### src/rtl/eq_result_accum_if.sv
// Stream bundle between the quadratic evaluator side and the block-result consumer.
// Sample side: in_valid/in_ready/in_z plus the flush pulse that closes a partial block.
// Result side: out_valid/out_ready with the block sum, max, min and sample count.
// The slave modport is the accumulator's view; master is the view of whoever drives it.
interface eq_result_accum_if #(
  parameter int unsigned Z_W   = 5,
  parameter int unsigned CNT_W = 3,
  parameter int unsigned SUM_W = 8
);
  logic             in_valid;
  logic             in_ready;
  logic [Z_W-1:0]   in_z;
  logic             flush;
  logic             out_valid;
  logic             out_ready;
  logic [SUM_W-1:0] out_sum;
  logic [Z_W-1:0]   out_max;
  logic [Z_W-1:0]   out_min;
  logic [CNT_W:0]   out_cnt;

  modport slave (
    input  in_valid, in_z, flush, out_ready,
    output in_ready, out_valid, out_sum, out_max, out_min, out_cnt
  );

  modport master (
    output in_valid, in_z, flush, out_ready,
    input  in_ready, out_valid, out_sum, out_max, out_min, out_cnt
  );
endinterface

### src/rtl/eq_result_accum.sv
// Block accumulator for evaluator results z.
// Collects BLOCK_LEN samples (or fewer when flushed) and publishes their sum, max, min and count
// in registers that hold under backpressure. Only one block result is ever in flight.
// Ports:
//   clk    - rising-edge clock
//   rst    - asynchronous active-high reset, discards any partial block and any held result
//   bus_io - slave view of eq_result_accum_if (sample stream in, block results out)
module eq_result_accum #(
  parameter int unsigned Z_W       = 5,
  parameter int unsigned BLOCK_LEN = 8,
  parameter int unsigned CNT_W     = 3,
  parameter int unsigned SUM_W     = 8
) (
  input  logic              clk,
  input  logic              rst,
  eq_result_accum_if.slave  bus_io
);

  typedef enum logic {StAccum, StHold} state_e;

  localparam logic [CNT_W-1:0] LastIdx = CNT_W'(BLOCK_LEN - 1);

  state_e           state_q, state_d;
  logic [CNT_W-1:0] count_q, count_d;
  logic [SUM_W-1:0] acc_sum_q, acc_sum_d;
  logic [Z_W-1:0]   acc_max_q, acc_max_d;
  logic [Z_W-1:0]   acc_min_q, acc_min_d;
  logic             out_valid_q, out_valid_d;
  logic [SUM_W-1:0] out_sum_q, out_sum_d;
  logic [Z_W-1:0]   out_max_q, out_max_d;
  logic [Z_W-1:0]   out_min_q, out_min_d;
  logic [CNT_W:0]   out_cnt_q, out_cnt_d;

  logic             in_ready;
  logic             acc;
  logic             close;
  logic [SUM_W-1:0] sum_nxt;
  logic [Z_W-1:0]   max_nxt;
  logic [Z_W-1:0]   min_nxt;
  logic [CNT_W:0]   cnt_nxt;

  // Accumulator values including this cycle's sample, if one is accepted.
  always_comb begin
    in_ready = (state_q == StAccum) ? 1'b1 : bus_io.out_ready;
    acc      = bus_io.in_valid & in_ready;
    sum_nxt  = acc_sum_q + (acc ? SUM_W'(bus_io.in_z) : '0);
    max_nxt  = (acc && (bus_io.in_z > acc_max_q)) ? bus_io.in_z : acc_max_q;
    min_nxt  = (acc && (bus_io.in_z < acc_min_q)) ? bus_io.in_z : acc_min_q;
    cnt_nxt  = {1'b0, count_q} + {{CNT_W{1'b0}}, acc};
  end

  always_comb begin
    state_d     = state_q;
    count_d     = count_q;
    acc_sum_d   = acc_sum_q;
    acc_max_d   = acc_max_q;
    acc_min_d   = acc_min_q;
    out_valid_d = out_valid_q;
    out_sum_d   = out_sum_q;
    out_max_d   = out_max_q;
    out_min_d   = out_min_q;
    out_cnt_d   = out_cnt_q;
    close       = 1'b0;

    unique case (state_q)
      StAccum: begin
        // A flush on an empty block with no sample this cycle is a no-op.
        close = (acc && (count_q == LastIdx)) ||
                (bus_io.flush && ((count_q != '0) || acc));
        if (close) begin
          out_sum_d   = sum_nxt;
          out_max_d   = max_nxt;
          out_min_d   = min_nxt;
          out_cnt_d   = cnt_nxt;
          out_valid_d = 1'b1;
          count_d     = '0;
          acc_sum_d   = '0;
          acc_max_d   = '0;
          acc_min_d   = '1;
          state_d     = StHold;
        end else if (acc) begin
          count_d   = cnt_nxt[CNT_W-1:0];
          acc_sum_d = sum_nxt;
          acc_max_d = max_nxt;
          acc_min_d = min_nxt;
        end
      end
      StHold: begin
        // Accumulators are at their cleared values here, so a sample accepted while the
        // result is being taken simply becomes the first sample of the next block.
        if (bus_io.out_ready) begin
          out_valid_d = 1'b0;
          state_d     = StAccum;
          if (acc) begin
            count_d   = cnt_nxt[CNT_W-1:0];
            acc_sum_d = sum_nxt;
            acc_max_d = max_nxt;
            acc_min_d = min_nxt;
          end
        end
      end
      default: state_d = StAccum;
    endcase
  end

  always_ff @(posedge clk or posedge rst) begin
    if (rst) begin
      state_q     <= StAccum;
      count_q     <= '0;
      acc_sum_q   <= '0;
      acc_max_q   <= '0;
      acc_min_q   <= '1;
      out_valid_q <= 1'b0;
      out_sum_q   <= '0;
      out_max_q   <= '0;
      out_min_q   <= '0;
      out_cnt_q   <= '0;
    end else begin
      state_q     <= state_d;
      count_q     <= count_d;
      acc_sum_q   <= acc_sum_d;
      acc_max_q   <= acc_max_d;
      acc_min_q   <= acc_min_d;
      out_valid_q <= out_valid_d;
      out_sum_q   <= out_sum_d;
      out_max_q   <= out_max_d;
      out_min_q   <= out_min_d;
      out_cnt_q   <= out_cnt_d;
    end
  end

  assign bus_io.in_ready  = in_ready;
  assign bus_io.out_valid = out_valid_q;
  assign bus_io.out_sum   = out_sum_q;
  assign bus_io.out_max   = out_max_q;
  assign bus_io.out_min   = out_min_q;
  assign bus_io.out_cnt   = out_cnt_q;

endmodule
### src/flat_wrapper.sv
// flat-port wrapper written by rule: the top's interface ports become plain ports
module eq_result_accum_flat 
#(
  parameter int unsigned Z_W       = 5,
  parameter int unsigned BLOCK_LEN = 8,
  parameter int unsigned CNT_W     = 3,
  parameter int unsigned SUM_W     = 8
)
  (clk, rst, bus_io_in_valid, bus_io_in_z, bus_io_flush, bus_io_out_ready, bus_io_in_ready, bus_io_out_valid, bus_io_out_sum, bus_io_out_max, bus_io_out_min, bus_io_out_cnt);
  eq_result_accum_if #(.Z_W(Z_W), .CNT_W(CNT_W), .SUM_W(SUM_W)) bus_io_i ();
  input  logic clk;
  input  logic rst;
  input wire logic [$bits(bus_io_i.in_valid)-1:0] bus_io_in_valid;
  input wire logic [$bits(bus_io_i.in_z)-1:0] bus_io_in_z;
  input wire logic [$bits(bus_io_i.flush)-1:0] bus_io_flush;
  input wire logic [$bits(bus_io_i.out_ready)-1:0] bus_io_out_ready;
  output wire logic [$bits(bus_io_i.in_ready)-1:0] bus_io_in_ready;
  output wire logic [$bits(bus_io_i.out_valid)-1:0] bus_io_out_valid;
  output wire logic [$bits(bus_io_i.out_sum)-1:0] bus_io_out_sum;
  output wire logic [$bits(bus_io_i.out_max)-1:0] bus_io_out_max;
  output wire logic [$bits(bus_io_i.out_min)-1:0] bus_io_out_min;
  output wire logic [$bits(bus_io_i.out_cnt)-1:0] bus_io_out_cnt;
  assign bus_io_i.in_valid = bus_io_in_valid;
  assign bus_io_i.in_z = bus_io_in_z;
  assign bus_io_i.flush = bus_io_flush;
  assign bus_io_i.out_ready = bus_io_out_ready;
  assign bus_io_in_ready = bus_io_i.in_ready;
  assign bus_io_out_valid = bus_io_i.out_valid;
  assign bus_io_out_sum = bus_io_i.out_sum;
  assign bus_io_out_max = bus_io_i.out_max;
  assign bus_io_out_min = bus_io_i.out_min;
  assign bus_io_out_cnt = bus_io_i.out_cnt;
  eq_result_accum #(.Z_W(Z_W), .BLOCK_LEN(BLOCK_LEN), .CNT_W(CNT_W), .SUM_W(SUM_W)) u_core (.clk(clk), .rst(rst), .bus_io(bus_io_i));
endmodule
### config.mk
export PLATFORM = sky130hd
export DESIGN_NAME = eq_result_accum_flat
export DESIGN_NICKNAME = d
export VERILOG_FILES = /design/src/rtl/eq_result_accum_if.sv /design/src/rtl/eq_result_accum.sv /design/src/flat_wrapper.sv
export SDC_FILE = /design/constraint.sdc
export NUM_CORES = 1
export LEC_CHECK = 0
export BUFFER_PORTS_ARGS = -buffer_cell sky130_fd_sc_hd__buf_2
export CAP_MARGIN = 20
export CELL_PAD_IN_SITES_DETAIL_PLACEMENT = 1
export CELL_PAD_IN_SITES_GLOBAL_PLACEMENT = 2
export CORE_UTILIZATION = 32
export CTS_BUF_LIST = sky130_fd_sc_hd__clkbuf_8 sky130_fd_sc_hd__clkbuf_16
export DETAILED_ROUTE_END_ITERATION = 10
export GPL_TIMING_DRIVEN = 0
export PLACE_DENSITY = 0.78
export SLEW_MARGIN = 5
export SYNTH_ARGS = -nofsm -noshare
export SYNTH_HDL_FRONTEND = slang
export SYNTH_SLANG_ARGS = --single-unit
### constraint.sdc
create_clock -name clk -period 2.2 [get_ports clk]
set_input_delay 0.22 -clock clk [delete_from_list [all_inputs] [get_ports clk]]
set_output_delay 0.22 -clock clk [all_outputs]
set_load 0.01 [all_outputs]
# --- Word-level counts from Yosys, hierarchy flattened ---
# Index checks and enable logic that the tools add are counted.
totals:
  inputBits: 10
  out_inout_bits: 24
  elab_cells: 54
  regBits: 45
classes:
  n_reduce_logical: 9
  magnitude_cmp: 2
  bitwise: 2
  eq_ne: 3
  mux: 26
  add_sub_neg: 2
ops:
  columns: ["cell", "n"]
  rows:
  - ["$mux 5", 9]
  - ["$mux 8", 3]
  - ["$pmux 5 s2", 2]
  - ["$pmux 8 s2", 1]
  - ["$mux 3", 3]
  - ["$add 8x8->8", 1]
  - ["$pmux 3 s2", 1]
  - ["$gt 5x5->1", 1]
  - ["$lt 5x5->1", 1]
  - ["$mux 1", 5]
  - ["$add 3x1->4", 1]
  - ["$logic_and 1x1->1", 4]
  - ["$ne 2x2->1 const B", 2]
  - ["$pmux 1 s2", 2]
  - ["$reduce_and 2->1", 2]
  - ["$eq 3x3->1 const B", 1]
  - ["$reduce_bool 3->1", 1]
  - ["$logic_or 1x1->1", 2]
  - ["$and 1x1->1", 1]
  - ["$not 1->1", 1]

# --- Logic depth before layout (Yosys ltp) ---
# Gate-level depths: netlist of the first run.
logic_depth:
  ltp_word: 7
  depth_mapped: 11
  depth_no_buf: 11

# --- Worst setup path before layout of the first run ---
# No wires, ideal clock.
synth_timing:
  kind: "register to register"
  from: "register u_core.state_q"
  to: "register u_core.acc_sum_q[7]"
  setup_ps: 66
  path_buffers: 1
  required_ps: 2134
  period_less_slack_ps: 2269
  path_slack_ps: -69
  stages_incl_launch_ff: 10
  t_arrival_ps: 2202
  cell_sequence: "dfrtp_1 -> nand2b_2 -> clkbuf_1 -> and3_1 -> ha_1 -> o21ai_0 -> o21ai_0 -> o21ai_1 -> or4_1 -> nand2_1"
synth_via:
  elab_chain_cells: 7
  word_cells_on_any_way: 14
  cone_classes: "1 x add/sub; 1 x eq/ne; 6 x mux; 2 x bitwise; 4 x reduce/logical"
synth_lines:
  columns: ["element", "line", "rtl"]
  rows:
  - ["start: declaration", "eq_result_accum.sv:23", "state_e state_q, state_d;"]
  - ["start signal: assignment", "eq_result_accum.sv:108", "state_q <= StAccum;"]
  - ["start signal: assignment", "eq_result_accum.sv:119", "state_q <= state_d;"]
  - ["$mux 1 *", "eq_result_accum.sv:44", "in_ready = (state_q == StAccum) ? 1'b1 : bus_io.out_ready;"]
  - ["via bus_io_in_ready", "flat_wrapper.sv:17", "output wire logic [$bits(bus_io_i.in_ready)-1:0] bus_io_in_ready;"]
  - ["$and 1x1->1 *", "eq_result_accum.sv:45", "acc = bus_io.in_valid & in_ready;"]
  - ["$mux 5 or $logic_or 1x1->1 (tied branches)", "eq_result_accum.sv:46, eq_result_accum.sv:69", null]
  - ["$add 8x8->8 or $logic_and 1x1->1 (tied branches)", "eq_result_accum.sv:46, eq_result_accum.sv:69", null]
  - ["$mux 8 or $logic_or 1x1->1 (tied branches)", "eq_result_accum.sv:81, eq_result_accum.sv:94, eq_result_accum.sv:68", null]
  - ["$mux 8 (on tied branches)", "eq_result_accum.sv:91, eq_result_accum.sv:70", null]
  - ["$pmux 8 s2 *", "eq_result_accum.sv:65", "unique case (state_q)"]
  - ["end signal: assignment", "eq_result_accum.sv:121", "acc_sum_q <= acc_sum_d;"]
  - ["end: declaration", "eq_result_accum.sv:25", "logic [SUM_W-1:0] acc_sum_q, acc_sum_d;"]
# The timed path passes the listed nets; every way through them passes the cells marked *. The select of a mux whose other input is x is not followed.
# A chain may end at the register's enable or synchronous reset.

# --- Worst setup path in the final report of the first run ---
layout_timing:
  from: "register u_core.state_q"
  to: "register u_core.out_sum_q[4], in the netlist u_core.bus_io.out_sum[4]"
layout_via:
  elab_chain_cells: 6
  word_cells_on_any_way: 10
  cone_classes: "1 x add/sub; 2 x mux; 2 x bitwise; 5 x reduce/logical"
layout_lines:
  columns: ["element", "line", "rtl"]
  rows:
  - ["branches (longest 6 deep; another with $add 8x8->8)", null, null]
  - ["end signal: assignment", "eq_result_accum.sv:125", "out_sum_q <= out_sum_d;"]
  - ["end: declaration", "eq_result_accum.sv:29", "logic [SUM_W-1:0] out_sum_q, out_sum_d;"]
# Parallel ways; which one is timed is not known.

==> impl_summary.md, run 1 <==
Status
The flow ran to the end, and the final reports show no timing, DRC or antenna violations.

Cells and area
The area added between synthesis and finish is 28.2%. The final layout contains 311 nets. The post-layout instance area is 0.00297 mm^2. In the final layout, the share of cells above drive strength 1 is 30.9%. 0 antenna diodes ended up in the layout.

STA
Setup repair after global routing could not meet its margin everywhere. The number of hold violations in the final report was 0. Setup violations remaining at the end of the flow were counted as 0.

For the pin with the worst max-slew slack, the measured transition is 0.681 ns. After routing, the total negative slack on setup checks comes to 0 ns. The highest clock frequency the design can meet is 465 MHz.

The final count of pins violating max slew is 0. The final cycle utilization of the critical path is 97.7%. The headroom to the max-slew limit is 54.3%. The clock period could shrink to 2.15 ns. The largest clock skew in the final design is 0.00893 ns.

Placed design
The HPWL after detailed placement is 4300 um. The total cell area at the placement stage is 0.00263 mm^2. In this run the tool buffered the top-level ports with 33 buffer cells.

The congestion estimate from routability-driven global placement came to 0.759.

Yosys
The count of warnings emitted by yosys is 0. The prevailing post-synth register cell is sky130_fd_sc_hd__dfrtp_1. The count of flip-flops with a built-in enable after synthesis is 0. The post-synthesis cell count is 231. Averaged over all synthesized cells, the footprint is 10.0 um^2. Synthesis instantiated 41 different standard cells from the library. The post-synth net total is 258.

In this run the cell area of the synthesized design comes to 0.00231 mm^2. The fraction of registers with async set or reset after synthesis is 100%. Sequential elements use 48.9% of the synthesized area. The register bit count reported by yosys is 45.

Clock tree
Clock-pin slew was measured on the worst setup and hold paths at 0.09 ns. TritonCTS built the clock tree. The cell at the root of the clock tree is sky130_fd_sc_hd__clkbuf_8. The insertion delay to the later sink of the worst-skew pair is 0.30 ns. The sink count of the clock tree is 45. The depth of the CTS H-tree is 2. The total CTS buffers is 5. The number of buffers on the longest clock path is 2.

Run
Max-cap violations in this run came to 0.

Drt
The wire length per cell is 15.8 um. Before antenna repair, the detailed router went through 4 iterations. The detail route stage leaves a number of antenna-violating nets equal to 0.

The total wire length after detailed routing is 6020 um. The number of design-rule violations left by the first detailed-router iteration is 42. In the routed design, unresolved DRC markers number 0. The per-cell via count in the routed design is 4.99. The routed via count is 1902.

Setup path
The maximum fanout encountered on the critical timing path is 5. The signal on the critical path passes through nand2b_4 > nand2_8 > nor2_4 > ha_4 > inv_2 > fa_2 > nor2b_1 > o21ai_1 > nor2b_4 > xnor2_2 > mux2_4. The largest single stage delay on the critical path is 0.43 ns. The launching element type of the critical path is a flip-flop. The data arrival time of the critical path is 2.34 ns. At the worst endpoint, the required time is 2.39 ns. The slowest cell on the critical path is sky130_fd_sc_hd__dfrtp_2. The critical path start-end classification is flip-flop to flip-flop. The register-to-register path setup slack is 0.05 ns.

The endpoint identified for the worst register-to-register timing path is u_core.bus_io.out_sum[4]. The number of cells on the worst reg-to-reg path is 11. The sort of element at the end of the critical path is a flip-flop. In this run the critical register-to-register path is launched from u_core.state_q.

Global route
The pin count of the biggest net entering global routing is 29. The number of antenna violations at the first check in global routing is 0. The number of global-route vias before repair is 1904.

In the global route stage, overall resource usage came out at 17.1%. The aggregate global routing overflow is 0. The first global-routing pass estimated 9740 um of wire.

Worst hold path
Along the worst hold path, the cell count comes to 4. The worst-case hold path end point is u_core.bus_io.out_valid. The startpoint identified for the worst hold timing path is bus_io_out_ready. The worst hold path belongs to the class input port to flip-flop.

Floorplanning
The initial utilization of the core area, before any placement, comes to 33.5%. The core region is 0.00691 mm^2. The number of placement rows is 30. The die area is 0.00758 mm^2. The number of top-level pins is 34. The die height is 87.1 um. In this run the horizontal extent of the chip is 87.1 um.

Power and ir drop
Summed over all cells, the static leakage comes to 1.42 nW. Power spread over the standard cell area amounts to 1280 mW/mm^2. Across the VDD grid, the largest voltage drop is 528 uV.

The total chip power is 0.00379 W.
## critical path, delay by kind of cell, from the launching register on
kind	cells	cell delay, ns
DFF	1	0.43
AOI/OAI and AO/OA	1	0.10
and+or+nand+nor	5	0.59
buffers and inverters	1	0.04
adders and majority gates	2	0.50
xor gates and xnor gates	1	0.14
muxes	1	0.26
## worst max path at each step
stage,start,end,slack (ns),cells past startpoint
after floorplan,u_core.state_q,u_core.bus_io.out_sum[4],0.01,11
after global placement,u_core.state_q,u_core.bus_io.out_sum[4],-0.21,11
after detailed placement,u_core.state_q,u_core.bus_io.out_sum[4],-0.23,11
after CTS,u_core.state_q,u_core.bus_io.out_sum[4],-0.0001,10
after global routing,u_core.state_q,u_core.bus_io.out_sum[4],-0.05,11
final,u_core.state_q,u_core.bus_io.out_sum[4],0.05,11
## report_power, final
| part | leakage [nW] | internal [W] | total (W) | switching [W] |
|---|---|---|---|---|
| Combinational | 0.801 | 0.000738 | 0.00172 | 0.000986 |
| Clock | 0.0626 | 0.000366 | 0.000645 | 0.000279 |
| Sequential | 0.561 | 0.00120 | 0.00142 | 0.000224 |
## synthesized netlist by cell type (2+ instances only)
cell type	number	share of area [%]
sky130_fd_sc_hd__o211ai_1	2	0.65
sky130_fd_sc_hd__ha_1	16	8.6
sky130_fd_sc_hd__o21ai_1	2	0.43
sky130_fd_sc_hd__and3_1	4	1.1
sky130_fd_sc_hd__a211oi_1	2	0.65
sky130_fd_sc_hd__o31ai_1	2	0.65
sky130_fd_sc_hd__nand4_1	2	0.54
sky130_fd_sc_hd__buf_2	6	1.3
sky130_fd_sc_hd__nor2b_1	3	0.81
sky130_fd_sc_hd__nand3_1	14	3.0
sky130_fd_sc_hd__xnor2_1	4	1.5
sky130_fd_sc_hd__a21o_1	2	0.65
sky130_fd_sc_hd__o2bb2ai_1	3	1.1
sky130_fd_sc_hd__nor2_1	15	2.4
sky130_fd_sc_hd__a21oi_1	4	0.86
sky130_fd_sc_hd__mux2i_1	5	2.2
sky130_fd_sc_hd__a22o_1	4	1.5
sky130_fd_sc_hd__dfstp_2	5	5.7
sky130_fd_sc_hd__a31oi_1	6	1.6
sky130_fd_sc_hd__inv_1	16	2.6
sky130_fd_sc_hd__xor2_1	2	0.76
sky130_fd_sc_hd__nand2_1	31	5.0
sky130_fd_sc_hd__dfrtp_1	40	43
sky130_fd_sc_hd__o21ai_0	24	5.2
## timing repair
| item | in CTS | in global routing |
|---|---|---|
| hold endpoints to repair | 17 | 0 |
| resized for setup | 9 | 17 |
| hold buffers | 1 | 0 |
| setup endpoints to repair | 8 | 9 |
| buffers inserted | 5 | 6 |
| pin swaps | 1 | 9 |
## layer usage
layer  track usage (%)  wire (um)  vias up
met5                 0          0        -
met4              4.09         55        0
met3              3.60        168        6
met2              27.2       2840       27
met1              23.8       2960      948
li1                  -          -      921
## state kept, by name (all words and copies together), names as in the netlist
signal	flops
u_core.acc_max_q	5
u_core.acc_min_q	5
u_core.acc_sum_q	8
u_core.bus_io.out_cnt	4
u_core.bus_io.out_max	5
u_core.bus_io.out_min	5
u_core.bus_io.out_sum	8
u_core.bus_io.out_valid	1
u_core.count_q	3
u_core.state_q	1
## final cells by class
| class | instances | area, um^2 |
|---|---|---|
| inverter | 16 | 63.8 |
| tap | 96 | 120 |
| buffer | 7 | 37.5 |
| sequential | 45 | 1130 |
| clock inverter | 2 | 33.8 |
| multi-input combinational | 163 | 1220 |
| timing repair buffer | 46 | 278 |
| clock buffer | 6 | 82.6 |
| fill | 834 | 3940 |
## layout by cell type (no fill, tap or decap), types with 2 or more instances in the layout
cell type / netlist / final
sky130_fd_sc_hd__a21o_1: 2 / 2
sky130_fd_sc_hd__a21oi_1: 4 / 4
sky130_fd_sc_hd__a22o_1: 4 / 4
sky130_fd_sc_hd__a31oi_1: 6 / 6
sky130_fd_sc_hd__and3_1: 4 / 2
sky130_fd_sc_hd__and3_4: 0 / 2
sky130_fd_sc_hd__buf_2: 6 / 39
sky130_fd_sc_hd__buf_4: 0 / 12
sky130_fd_sc_hd__clkbuf_8: 0 / 6
sky130_fd_sc_hd__dfrtp_1: 40 / 39
sky130_fd_sc_hd__dfstp_2: 5 / 5
sky130_fd_sc_hd__ha_1: 16 / 12
sky130_fd_sc_hd__ha_4: 0 / 4
sky130_fd_sc_hd__inv_1: 16 / 14
sky130_fd_sc_hd__inv_2: 0 / 2
sky130_fd_sc_hd__mux2i_1: 5 / 5
sky130_fd_sc_hd__nand2_1: 31 / 30
sky130_fd_sc_hd__nand3_1: 14 / 14
sky130_fd_sc_hd__nand4_1: 2 / 2
sky130_fd_sc_hd__nor2_1: 15 / 14
sky130_fd_sc_hd__nor2b_1: 3 / 2
sky130_fd_sc_hd__o211ai_1: 2 / 2
sky130_fd_sc_hd__o21ai_0: 24 / 20
sky130_fd_sc_hd__o21ai_1: 2 / 5
sky130_fd_sc_hd__o2bb2ai_1: 3 / 3
sky130_fd_sc_hd__xnor2_1: 4 / 3
sky130_fd_sc_hd__xor2_1: 2 / 2
## kinds of logic after synthesis
family                   share of synthesized area, %
XOR/XNOR                                         2.27
adder cells (fa/ha/maj)                          9.51
multiplexers                                     2.65
buffers and inverters                            4.05
AO/OA/AOI/OAI                                    17.6
AND/OR/NAND/NOR                                  15.0
flip-flops                                       48.9
## metrics by stage
stage | setup slack [ns] | std cells | util, % | hold WS, ns
4_1_cts | -0.0000990 | 375 | 41.1 | 0.194
5_1_grt | -0.0458 | 381 | 43.0 | 0.229
6_report | 0.0517 | 381 | 43.0 | 0.197
2_1_floorplan | 0.0134 | 231 | - | 0.367
3_3_place_gp | -0.213 | 360 | 37.8 | 0.452
3_5_place_dp | -0.226 | 361 | 38.1 | 0.235
Power figures use the tool's default switching activity.
==> run 2: changes to the inputs <==
Settings changed: PLACE_DENSITY 0.78 to 0.8.
==> run 2 against run 1 <==
Via count grew 0.89%. Global-route usage decreased by 0.12 points. Sequential power about the same. Critical endpoint unchanged.
==> impl_summary.md, run 2 (synthesis results as in run 1) <==
STA
The setup-violating endpoint count in the final report is 0 (unchanged). The post-route minimum period is 2.11 ns (-0.0347 ns). The measured slew at the worst slew-check pin is 0.739 ns (+0.0585 ns). The number of hold violations in the final report is 0 (unchanged). The highest clock frequency the design can meet is 473 MHz (+1.6%). The final count of pins violating max slew is 0 (unchanged). Setup repair after global routing could not meet its margin everywhere. The largest clock skew in the final design is 0.00807 ns (-0.000868 ns). The headroom to the max-slew limit was 50.4% (-3.9 points).

The final cycle utilization of the critical path is 96.1% (-1.6 points).

Setup path
The number of cells on the worst reg-to-reg path is 11 (unchanged). The required time at the endpoint of the critical path is 2.39 ns (about the same). The launching element type of the critical path is a flip-flop. The highest cell delay on the worst timing path is 0.43 ns (about the same). The maximum fanout encountered on the critical timing path came to 5 (unchanged). The capturing point of the worst reg2reg path is u_core.bus_io.out_sum[4]. The logic depth of the worst setup path including buffers is 11 (unchanged). The endpoint of the most critical setup path is u_core.bus_io.out_sum[4]. The buffers plus inverters on the worst setup path is 2 (+1). The startpoint identified for the worst register-to-register timing path is u_core.state_q. The register-to-register path setup slack was 0.09 ns (+0.03 ns). The family with the most delay on the worst path is simple AND/OR/NAND/NOR gates. The worst setup path is captured at a flip-flop. The data arrival time of the critical path is 2.31 ns (-0.03 ns). The largest individual stage delay along the critical path comes from the cell sky130_fd_sc_hd__dfrtp_2. The critical path starts at u_core.state_q.

The critical path start-end classification is flip-flop to flip-flop. Walking the worst path, the cells encountered are nand2b_4 > nand2_8 > clkinvlp_4 > nand2_2 > buf_6 > fa_2 > nor2b_2 > o21ai_2 > nor2b_4 > xnor2_2 > mux2_4.

Power and ir drop
The standby leakage power came to 1.43 nW (+0.39%). The peak ir drop on the vdd network is 474 uV (-10%). The power density relative to cell area is 1230 mW/mm^2 (-4.0%).

Drt
The wire length per cell was 15.5 um (-1.7%). The routed via count is 1919 (+0.89%). The total wire length after detailed routing came to 5970 um (-0.93%).

The number of design rule violations left after detail routing is 0 (unchanged). The count of TritonRoute iterations in the first routing pass is 4 (unchanged). The post-route antenna net violation count came to 0 (unchanged). The per-cell via count in the routed design is 5.00 (+0.11%). The number of design-rule violations left by the first detailed-router iteration is 46 (+9.5%).

Clock tree
The insertion delay to the later sink of the worst-skew pair is 0.30 ns (about the same). The clock-pin transition on the worst setup and hold timing paths is 0.09 ns (about the same). The cell at the root of the clock tree is sky130_fd_sc_hd__clkbuf_8. The total CTS buffers is 5 (unchanged). The depth of the CTS H-tree is 2 (unchanged). The sink count of the clock tree is 45 (unchanged).

The clock tree from TritonCTS is yes. The number of buffers on the longest clock path is 2 (unchanged).

Placed design
The half-perimeter wire length after placement is 4250 um (-1.2%). The total cell area at the placement stage is 0.00263 mm^2 (unchanged). The number of buffers added on ports is 33 (unchanged). The weighted congestion reported at the end of routability-driven placement came to 0.804 (+5.9%).

Global route
The pin count of the biggest net entering global routing was 31 (+6.9%). The aggregate global routing overflow is 0 (unchanged). The wire length of the first global-routing pass is 9800 um (+0.65%). The number of global-route vias before repair is 1947 (+2.3%). The number of antenna violations at the first check in global routing came to 0 (unchanged). The total routing resource utilization after global routing came to 17.0% (-0.12 points).

Cells and area
The antenna diode count was 0 (unchanged). In the layout the commonest cells are 39 x sky130_fd_sc_hd__buf_2, 39 x sky130_fd_sc_hd__dfrtp_1, 29 x sky130_fd_sc_hd__nand2_1. The number of filler cells placed in the layout is 821 (-1.6%). The share of post-route cells with drive strength above 1 is 33.0% (+2.1 points). The utilization after layout was 43.1% (+0.13 points). The post-layout instance area is 0.00298 mm^2 (+0.29%). The layout net count is 314 (+0.96%). The area added between synthesis and finish is 28.6%.

Floorplanning
The die width is 87.1 um (unchanged). The placeable core area is 0.00691 mm^2 (unchanged). The die height is 87.1 um (unchanged). The number of placement rows is 30 (unchanged). The die area is 0.00758 mm^2 (unchanged).

The number of top-level pins is 34 (unchanged). The initial cell density of the core is 33.5% (unchanged).

Worst hold path
The worst hold path begins at bus_io_out_ready. The type of the tightest min-delay check is input port to flip-flop.

Run
The number of max-cap violations is 0 (unchanged).

Status
The flow ran to the end, and the final reports show no timing, DRC or antenna violations.
## run 2: per-stage QoR
stage          total power [W]  worst slack [ns]  hold slack [ns]  std cells  setup TNS [ns]
4_1_cts                0.00360            0.0112            0.193        379               0
5_1_grt                0.00397          -0.00798            0.228        384        -0.00838
2_1_floorplan          0.00245            0.0134            0.367        231               0
3_5_place_dp           0.00297            -0.265            0.229        361           -1.21
6_report               0.00365            0.0864            0.197        384               0
3_3_place_gp           0.00292            -0.236            0.457        360          -0.865
## run 2: metal layers
layer | routed length (um) | up-vias | track usage, % | part of all wire, %
met5 | 0 | - | 0 | 0
li1 | - | 929 | - | -
met1 | 2870 | 944 | 22.9 | 48
met3 | 188 | 9 | 3.13 | 3.2
met4 | 109 | 0 | 4.85 | 1.8
met2 | 2800 | 37 | 27.9 | 47
## run 2: report_power, final
part           internal, W  switching, W  leakage (nW)  total, W
registers          0.00120      0.000218         0.561   0.00141
logic             0.000753      0.000981         0.820   0.00173
clock network     0.000216      0.000286        0.0491  0.000502
total              0.00216       0.00148          1.43   0.00365
## run 2: how the worst min path moves through the flow
| stage | to | slack [ns] | depth (start not counted) |
|---|---|---|---|
| finish | u_core.bus_io.out_valid | 0.20 | 4 |
| global route | u_core.bus_io.out_valid | 0.23 | 4 |
| CTS | u_core.bus_io.out_valid | 0.19 | 4 |
| detailed placement | u_core.bus_io.out_min[2] | 0.23 | 2 |
| global placement | u_core.bus_io.out_sum[5] | 0.46 | 2 |
| floorplan | u_core.acc_min_q[0] | 0.37 | 2 |
## run 2: tightest hold or removal path: cells and delay by family
family	cells	cell delay, ns
simple gates	3	0.15
buf+inv	1	0.09
## run 2: what timing repair did
item                                    in CTS  in global routing
hold buffers                                 1                  0
endpoints found under the hold margin       10                  0
pin swaps                                    6                  9
resized for setup                           15                 15
setup buffers                                9                  5
endpoints found under the setup margin       7                 19
## run 2: layout make-up
class / count / area (um^2) / share of cell area, %
timing repair buffer: 49 / 304 / 10.2
inverter: 16 / 63.8 / 2.14
tap: 96 / 120 / 4.04
buffer: 7 / 41.3 / 1.39
sequential: 45 / 1130 / 38.1
clock inverter: 3 / 13.8 / 0.462
clock buffer: 5 / 68.8 / 2.31
multi-input combinational: 163 / 1230 / 41.4
